## src/rtl/mole_pkg.sv

```systemverilog
// mole_pkg: constants and types shared by the button front end and the game core
package mole_pkg;
  localparam int N_BTN_DEF = 9;
  localparam int IDX_W = 4;
  localparam int DEB_CYCLES_DEF = 100000;
  typedef logic [IDX_W-1:0] idx_t;
endpackage

```

## src/rtl/mole_button_encoder_if.sv

```systemverilog
// mole_button_encoder_if: valid/ready hit-event channel from the button encoder to the game core
interface mole_button_encoder_if;
  import mole_pkg::*;
  logic hit_valid;
  idx_t hit_idx;
  logic hit_ready;
  modport master (output hit_valid, hit_idx, input hit_ready);
  modport slave (input hit_valid, hit_idx, output hit_ready);
endinterface

```

## src/rtl/btn_debounce.sv

```systemverilog
// btn_debounce: two-flop synchroniser plus stable-count debouncer for one button
module btn_debounce #(
  parameter int DEB_CYCLES = 100000
) (
  input  logic cin,
  input  logic rst,
  input  logic sw,
  output logic stable
);
  localparam int CW = $clog2(DEB_CYCLES);
  logic [1:0] sync_r;
  logic [CW-1:0] cnt;
  always_ff @(posedge cin) begin
    if (rst) begin
      sync_r <= '0;
      cnt    <= '0;
      stable <= 1'b0;
    end else begin
      sync_r <= {sync_r[0], sw};
      if (sync_r[1] == stable) cnt <= '0;
      else if (cnt == CW'(DEB_CYCLES - 1)) begin
        stable <= ~stable;
        cnt    <= '0;
      end else cnt <= cnt + 1'b1;
    end
  end
endmodule

```

## src/rtl/mole_button_encoder.sv

```systemverilog
// mole_button_encoder: debounced buttons -> pending latches -> priority arbiter -> hit-event FIFO
module mole_button_encoder
  import mole_pkg::*;
#(
  parameter int N_BTN      = N_BTN_DEF,
  parameter int DEB_CYCLES = DEB_CYCLES_DEF,
  parameter int FIFO_DEPTH = 4
) (
  input  logic                  cin,
  input  logic                  rst,
  input  logic [N_BTN-1:0]      SW,
  output logic [N_BTN-1:0]      btn_level,
  mole_button_encoder_if.master hit,
  output logic                  overflow
);
  localparam int AW = FIFO_DEPTH > 1 ? $clog2(FIFO_DEPTH) : 1;
  localparam int OW = $clog2(FIFO_DEPTH + 1);
  logic [N_BTN-1:0] stable, stable_q, press, pend, clr;
  idx_t sel;
  logic full, push, pop;
  idx_t mem [FIFO_DEPTH];
  logic [AW-1:0] wp, rp;
  logic [OW-1:0] occ;
  genvar g;
  generate
    for (g = 0; g < N_BTN; g++) begin : g_deb
      btn_debounce #(.DEB_CYCLES(DEB_CYCLES)) u_deb (
        .cin    (cin),
        .rst    (rst),
        .sw     (SW[g]),
        .stable (stable[g])
      );
    end
  endgenerate
  always_comb begin
    sel = '0;
    for (int i = N_BTN - 1; i >= 0; i--) if (pend[i]) sel = idx_t'(i);
  end
  assign btn_level     = stable;
  assign press         = stable & ~stable_q;
  assign full          = occ == OW'(FIFO_DEPTH);
  assign pop           = hit.hit_valid & hit.hit_ready;
  assign push          = (|pend) & (~full | pop);
  assign clr           = push ? N_BTN'(1) << sel : '0;
  assign hit.hit_valid = occ != '0;
  assign hit.hit_idx   = hit.hit_valid ? mem[rp] : '0;
  // a press coinciding with its own pend bit draining is kept, so only a still-held pend loses it
  always_ff @(posedge cin) begin
    if (rst) begin
      stable_q <= '0;
      pend     <= '0;
      overflow <= 1'b0;
      wp       <= '0;
      rp       <= '0;
      occ      <= '0;
    end else begin
      stable_q <= stable;
      pend     <= (pend & ~clr) | press;
      overflow <= overflow | (|(press & pend & ~clr));
      if (push) wp <= wp == AW'(FIFO_DEPTH - 1) ? '0 : wp + 1'b1;
      if (pop) rp <= rp == AW'(FIFO_DEPTH - 1) ? '0 : rp + 1'b1;
      occ <= occ + OW'(push) - OW'(pop);
    end
  end
  always_ff @(posedge cin) if (push) mem[wp] <= sel;
endmodule

```

## src/flat_wrapper.sv

```systemverilog
// flat-port wrapper written by rule: the top's interface ports become plain ports
module mole_button_encoder_flat import mole_pkg::*;
#(
  parameter int N_BTN      = N_BTN_DEF,
  parameter int DEB_CYCLES = DEB_CYCLES_DEF,
  parameter int FIFO_DEPTH = 4
)
  (cin, rst, SW, btn_level, overflow, hit_hit_valid, hit_hit_idx, hit_hit_ready);
  mole_button_encoder_if hit_i ();
  input  logic cin;
  input  logic rst;
  input  logic [N_BTN-1:0] SW;
  output logic [N_BTN-1:0] btn_level;
  output logic overflow;
  output wire logic [$bits(hit_i.hit_valid)-1:0] hit_hit_valid;
  output wire logic [$bits(hit_i.hit_idx)-1:0] hit_hit_idx;
  input wire logic [$bits(hit_i.hit_ready)-1:0] hit_hit_ready;
  assign hit_hit_valid = hit_i.hit_valid;
  assign hit_hit_idx = hit_i.hit_idx;
  assign hit_i.hit_ready = hit_hit_ready;
  mole_button_encoder #(.N_BTN(N_BTN), .DEB_CYCLES(DEB_CYCLES), .FIFO_DEPTH(FIFO_DEPTH)) u_core (.cin(cin), .rst(rst), .SW(SW), .btn_level(btn_level), .hit(hit_i), .overflow(overflow));
endmodule
```

## config.mk

```make
export PLATFORM = sky130hd
export DESIGN_NAME = mole_button_encoder_flat
export DESIGN_NICKNAME = d
export VERILOG_FILES = /design/src/rtl/mole_pkg.sv /design/src/rtl/mole_button_encoder_if.sv /design/src/rtl/btn_debounce.sv /design/src/rtl/mole_button_encoder.sv /design/src/flat_wrapper.sv
export SDC_FILE = /design/constraint.sdc
export NUM_CORES = 1
export LEC_CHECK = 0
export CAP_MARGIN = 40
export CORE_ASPECT_RATIO = 2
export CORE_MARGIN = 2
export CORE_UTILIZATION = 56
export CTS_BUF_LIST = sky130_fd_sc_hd__clkbuf_16
export CTS_CLUSTER_SIZE = 12
export DETAILED_ROUTE_END_ITERATION = 7
export PLACE_DENSITY = 0.76
export SYNTH_ARGS = -nofsm -noshare
export SYNTH_HDL_FRONTEND = slang
export SYNTH_HIERARCHICAL = 1
export SYNTH_SLANG_ARGS = --single-unit
```

## constraint.sdc

```tcl
create_clock -name cin -period 2.5 [get_ports cin]
set_clock_uncertainty 0.05 [all_clocks]
set_input_delay 0.25 -clock cin [delete_from_list [all_inputs] [get_ports cin]]
set_output_delay 0.25 -clock cin [all_outputs]
set_load 0.02 [all_outputs]
```

; Word level (Yosys, flattened, before mapping)
; Memory sizes are Yosys's and may differ from the RTL's. A register that Yosys moved wholly into a read port is not among the register bits.
; Index checks and enable logic that the tools add are counted.
[totals]
out_inout_bits = 15
input_bits = 12
elab_cells = 137
ramBits = 16
ff_bits = 206
romBits = 0
memories = 1
latchBits = 0
[mem_list]
columns = name, depth, word_bits, rd, rd_clocked_by_memory_dff, wr, line_no
row1 = u_core.mem, 4, 4, 1, 1, 1, mole_button_encoder.sv:21  ; idx_t mem [FIFO_DEPTH];
[classes]
bitwise = 30
shift = 1
n_reduce_logical = 21
n_div = 0
addsub = 13
order_cmp = 0
n_eq_ne = 21
n_mux = 17
mul = 0
[ops]
columns = op, n
row1 = $add A17 B1 Y17 const B, 9
row2 = $eq A17 B17 Y1 const B, 9
row3 = $mux W4, 10
row4 = $and A9 B9 Y9, 4
row5 = $reduce_or A3 Y1, 9
row6 = $not A1 Y1, 19
row7 = $not A9 Y9, 2
row8 = $reduce_and A2 Y1, 9
row9 = $reduce_or A9 Y1, 2
row10 = $eq A1 B1 Y1, 9
row11 = $mux W9, 1
row12 = $or A9 B9 Y9, 1
row13 = $shl A1 B4 Y9 const A, 1
row14 = $mux W2, 4
row15 = $add A2 B1 Y2 const B, 2
row16 = $eq A2 B2 Y1 const B, 2
row17 = $add A3 B1 Y3, 1
row18 = $eq A3 B3 Y1 const B, 1
row19 = $reduce_bool A3 Y1, 1
row20 = $sub A3 B1 Y3, 1
row21 = $and A1 B1 Y1, 2
row22 = $mux W1, 2
row23 = $or A1 B1 Y1, 2

; Depth between registers and ports, before layout
[depth]
ltp_word = 15
ltp_mapped = 12
depth_no_buf = 11

; Cells and area by module
; The synthesis kept the hierarchy.
[modules_own_cells]
columns = mod, n_inst, seq_area_each_um2, cells_each, area_per_inst_um2
row1 = btn_debounce, 9, 400.4, 95, 883.3
row2 = mole_button_encoder, 1, 1041.0, 167, 1894.3

; Least setup slack after synthesis
; Ideal clock, no wire load.
[synth_path]
path_kind = register to register
startpoint = reg u_core.occ[1]
endpoint = reg u_core.occ[2]
setup_ps = 128
required_ps = 2322
synth_period_minus_slack_ps = 2478
t_arrival_ps = 2301
n_path_buf = 1
path_stages_with_launch = 13
path_slack_ps = 22
cell_sequence = dfxtp_1 -> or3_1 -> clkbuf_1 -> nand2_1 -> inv_1 -> ha_1 -> inv_1 -> ha_1 -> inv_1 -> fa_1 -> xor2_1 -> xnor2_1 -> nor2_1
[synth_between]
elab_chain_len = 6
word_cells_on_any_way = 8
cone_classes = 2 x add/sub / 1 x eq/ne / 4 x bitwise / 1 x reduce/logical
[synth_rtl]
columns = item, line_no
row1 = "start, declared", mole_button_encoder.sv:23  ; logic [OW-1:0] occ;
row2 = "start signal, assigned", mole_button_encoder.sv:62  ; occ <= occ + OW'(push) - OW'(pop);
row3 = $reduce_bool A3 Y1 *, mole_button_encoder.sv:45  ; assign hit.hit_valid = occ != '0;
row4 = via hit_hit_valid, flat_wrapper.sv:15  ; output wire logic [$bits(hit_i.hit_valid)-1:0] hit_hit_valid;
row5 = $and A1 B1 Y1 *, mole_button_encoder.sv:42  ; assign pop = hit.hit_valid & hit.hit_ready;
row6 = via u_core.pop, mole_button_encoder.sv:20  ; logic full, push, pop;
row7 = $or A1 B1 Y1, mole_button_encoder.sv:43  ; assign push = (|pend) & (~full | pop);
row8 = $and A1 B1 Y1, mole_button_encoder.sv:43
row9 = $add A3 B1 Y3, mole_button_encoder.sv:62
row10 = $sub A3 B1 Y3 *, mole_button_encoder.sv:62
; Mark *: on every way through the listed nets, which the timed path passes. The rest lies on a longest branch.
; A chain may end at the register's enable or synchronous reset.

==> results_tabular.tex <==
\begin{tabular}{lr}
\hline
Metric & Value \\
\hline
\multicolumn{2}{l}{\textbf{Floorplan}} \\
Std cell rows & 68 \\
Width of the die & 97.8 microns \\
Floorplan Core Area & 0.0173 sq mm \\
Height of the die & 192 microns \\
Die ar. & 0.0187 sq mm \\
Effective utilization at floorplan & 57.0\% \\
Number of ports placed on the die boundary & 27 \\
\multicolumn{2}{l}{\textbf{Synth}} \\
Cell type contributing the most total cell area after synthesis & dfxtp\_1 \\
Distinct cell type count of the synthesized netlist & 47 \\
Fraction of the yosys area taken by sequential cells & 47.2\% \\
Count of yosys warnings during synthesis & 6 \\
Share of async-settable or async-resettable flops after synthesis & 0\% \\
Flip-flop and latch count after synthesis & 224 \\
Synthesized cell area & 0.00984 sq mm \\
Number of nets in the synthesized netlist & 1,051 \\
Main area contributors after synthesis & dfxtp\_1 (42\%), nor2\_1 (6.8\%), xnor2\_1 (6.5\%), xor2\_1 (5.7\%), nand4\_1 (5.1\%) \\
Syn avg cell area & 9.63 sq um \\
Post-synth top flop & dfxtp\_1 \\
Number of flops mapped to enable cells by yosys & 16 \\
Gate count after technology mapping & 1,022 \\
Share of Yosys cell area claimed by the top area cell type & 42.3\% \\
\multicolumn{2}{l}{\textbf{Routing}} \\
Length of routed wiring on met1 & 6940 microns \\
Via-to-Cell Ratio & 5.73 \\
Final routed wire length divided by cell count & 14.6 microns \\
First drt pass iteration count & 5 \\
Count of vias placed by the detailed router & 7,306 \\
Routed length on met2 & 10,500 microns \\
Number of DRC violations after detailed routing & 0 \\
Post-route ant nets & 0 \\
Routed length on met3 & 595 microns \\
DRT iter0 DRCs & 304 \\
Top routing layer used & met4 \\
Total Wirelength & 18,700 microns \\
\multicolumn{2}{l}{\textbf{Clock network}} \\
Post-CTS clock slew at the launch and capture registers of the worst setup and hold paths & 0.06 ns \\
H-tree Lvls & 1 \\
Max clock buf depth & 3 \\
Clk sinks & 224 \\
Count of cells resized by post-cts repair & 1 \\
Clock tree root driver cell & clkbuf\_16 \\
TritonCTS buffer count & 23 \\
Clock latency of the later-clocked register in the worst-skew pair & 0.50 ns \\
TritonCTS clock tree & built \\
Number of hold buffers added after CTS & 0 \\
Number of buffers inserted to repair setup after CTS & 0 \\
\multicolumn{2}{l}{\textbf{STA}} \\
Final Hold Vio Count & 0 \\
Highest clock rate & 418 MHz \\
Setup TNS Final & 0 ns \\
Final setup violation count & 0 \\
Period minus WS final & 2.39 ns \\
Relative max-transition margin & 64.5\% \\
Unrepaired setup endpoints after global routing & no \\
WHS & 0.0863 ns \\
Pins Over Slew Limit & 0 \\
Worst-margin pin slew & 0.529 ns \\
Post-route clock period utilization & 95.6\% \\
\multicolumn{2}{l}{\textbf{Worst hold path}} \\
Hold/Removal Path Class & primary input to flop \\
\multicolumn{2}{l}{\textbf{Pwr}} \\
Leakage power total & 3.49 nW \\
VDD IR max & 0.531 mV \\
Areal power density over the cells & 650 mW/mm\^{}2 \\
\multicolumn{2}{l}{\textbf{Global route}} \\
Grt ovf & 0 \\
Largest net degree at the start of global routing & 23 \\
Via count of the first global-routing pass & 7,302 \\
Initial antenna violation count & 0 \\
First-pass GRT wire length & 32,700 microns \\
Overall global routing resource usage & 20.5\% \\
\multicolumn{2}{l}{\textbf{Setup path}} \\
Maximum fanout encountered on the critical timing path & 4 \\
Critical path class & flop to output pin \\
Startpoint class of the critical path & flop \\
Arrival time at the worst endpoint & 2.09 ns \\
Required time at the endpoint of the critical path & 2.20 ns \\
Worst setup EP type & output pin \\
\multicolumn{2}{l}{\textbf{Layout}} \\
Layout Nets & 1,087 \\
Diodes inserted & 0 \\
Leading cell types in the layout, fill and taps excluded & dfxtp\_1 (206), nor2\_1 (178), nand4\_1 (81), xnor2\_1 (73), xor2\_1 (64) \\
P\&R area growth vs syn & 11.1\% \\
Fraction of layout instances using a drive strength above 1 & 8.36\% \\
Leading cell type in the layout, fill and taps excluded & dfxtp\_1 \\
Number of standard cells in the layout, taps in and fillers out & 1,275 \\
\multicolumn{2}{l}{\textbf{Placed design}} \\
Number of placed cells counting well taps & 1,243 \\
RD Place Congestion & 0.880 \\
Detail Placement HPWL & 13,200 microns \\
Quantity of I/O buffers inserted on ports & 26 \\
\multicolumn{2}{l}{\textbf{Flow run}} \\
Max-capacitance violation count & 0 \\
\multicolumn{2}{l}{\textbf{Run status}} \\
Status & finished clean \\
\hline
\end{tabular}
-- metal layers --
layer  GRT usage (%)  vias up
li1                -     3664
met3            2.93       51
met2            40.7      117
met5               0        -
met1            21.0     3474
met4            8.17        0
-- synth_stat cells (10+ instances only) --
library cell / number
a21oi_1: 23
and3_1: 18
buf_2: 10
clkbuf_1: 11
dfxtp_1: 208
edfxtp_1: 16
ha_1: 16
inv_1: 28
mux2i_1: 11
nand2_1: 33
nand2b_1: 17
nand3_1: 27
nand4_1: 81
nor2_1: 178
nor2b_1: 29
nor3_1: 20
nor4_1: 28
nor4bb_1: 18
o21ai_0: 17
or3_1: 11
xnor2_1: 73
xor2_1: 64
-- path summary, 6_finish.rpt --
path                                               from                                    endpoint  slack, ns  cells after the start
max reg2reg                    u_core/occ[1]$_SDFF_PP0_                    u_core/occ[2]$_SDFF_PP0_       0.19                     11
max                                                flop                              hit_hit_idx[2]       0.11                      3
min reg2reg  u_core/g_deb[0].u_deb/sync_r[0]$_SDFF_PP0_  u_core/g_deb[0].u_deb/sync_r[1]$_SDFF_PP0_       0.39                      1
min                                                 rst   u_core/g_deb[8].u_deb/stable$_SDFFE_PP0P_       0.09                      2
-- cells by family after synthesis --
kind of cell	after synthesis	share of synthesized area [%]
mux	15	2.03
fa+ha+maj	17	2.24
flops	224	47.2
xor+xnor	137	12.2
compound gates	49	2.83
buf+inv	50	2.07
simple gates	530	31.5
-- where the power goes --
part / leakage (nW) / switching (W) / internal, W
logic: 1.34 / 0.000220 / 0.000244
clock network: 0.323 / 0.00129 / 0.00164
registers: 1.83 / 0.0000587 / 0.00366
-- critical path, cell delays in order (launching register included) --
cell,delay [ns]
dfxtp_2,0.40
mux4_2,0.51
and2_1,0.17
clkdlybuf4s50_1,0.53
-- layout make-up --
class | instances | area (sq um)
Tap cell | 210 | 263
Clock inverter | 9 | 38.8
Sequential cell | 224 | 4650
Clock buffer | 23 | 576
Fill cell | 1453 | 6340
Multi-Input combinational cell | 748 | 5000
Timing Repair Buffer | 33 | 308
Inverter | 28 | 105
-- sequential cells by signal (all words and copies together) (netlist names), named ones only --
signal and flops:
u_core/pend 9, u_core/g_deb.u_deb/cnt 153, u_core/occ 3, u_core/stable_q 9, u_core/mem 16, u_core/wp 2, u_core/overflow 1, u_core/g_deb.u_deb/sync_r 18
u_core/rp 2, u_core/g_deb.u_deb/stable 9
-- metrics by stage --
stage                     setup WS [ns]  utilization (%)  instance area (sq um)  power (W)
after detailed placement          0.113             59.7                  10300    0.00427
final                             0.109             63.3                  10900    0.00711
after CTS                        0.0758             63.3                  10900    0.00720
after floorplan                  0.0217                -                   9840    0.00408
after global placement            0.169             59.7                  10300    0.00425
after global routing             0.0211             63.3                  10900    0.00741
Power figures use the tool's default switching activity.
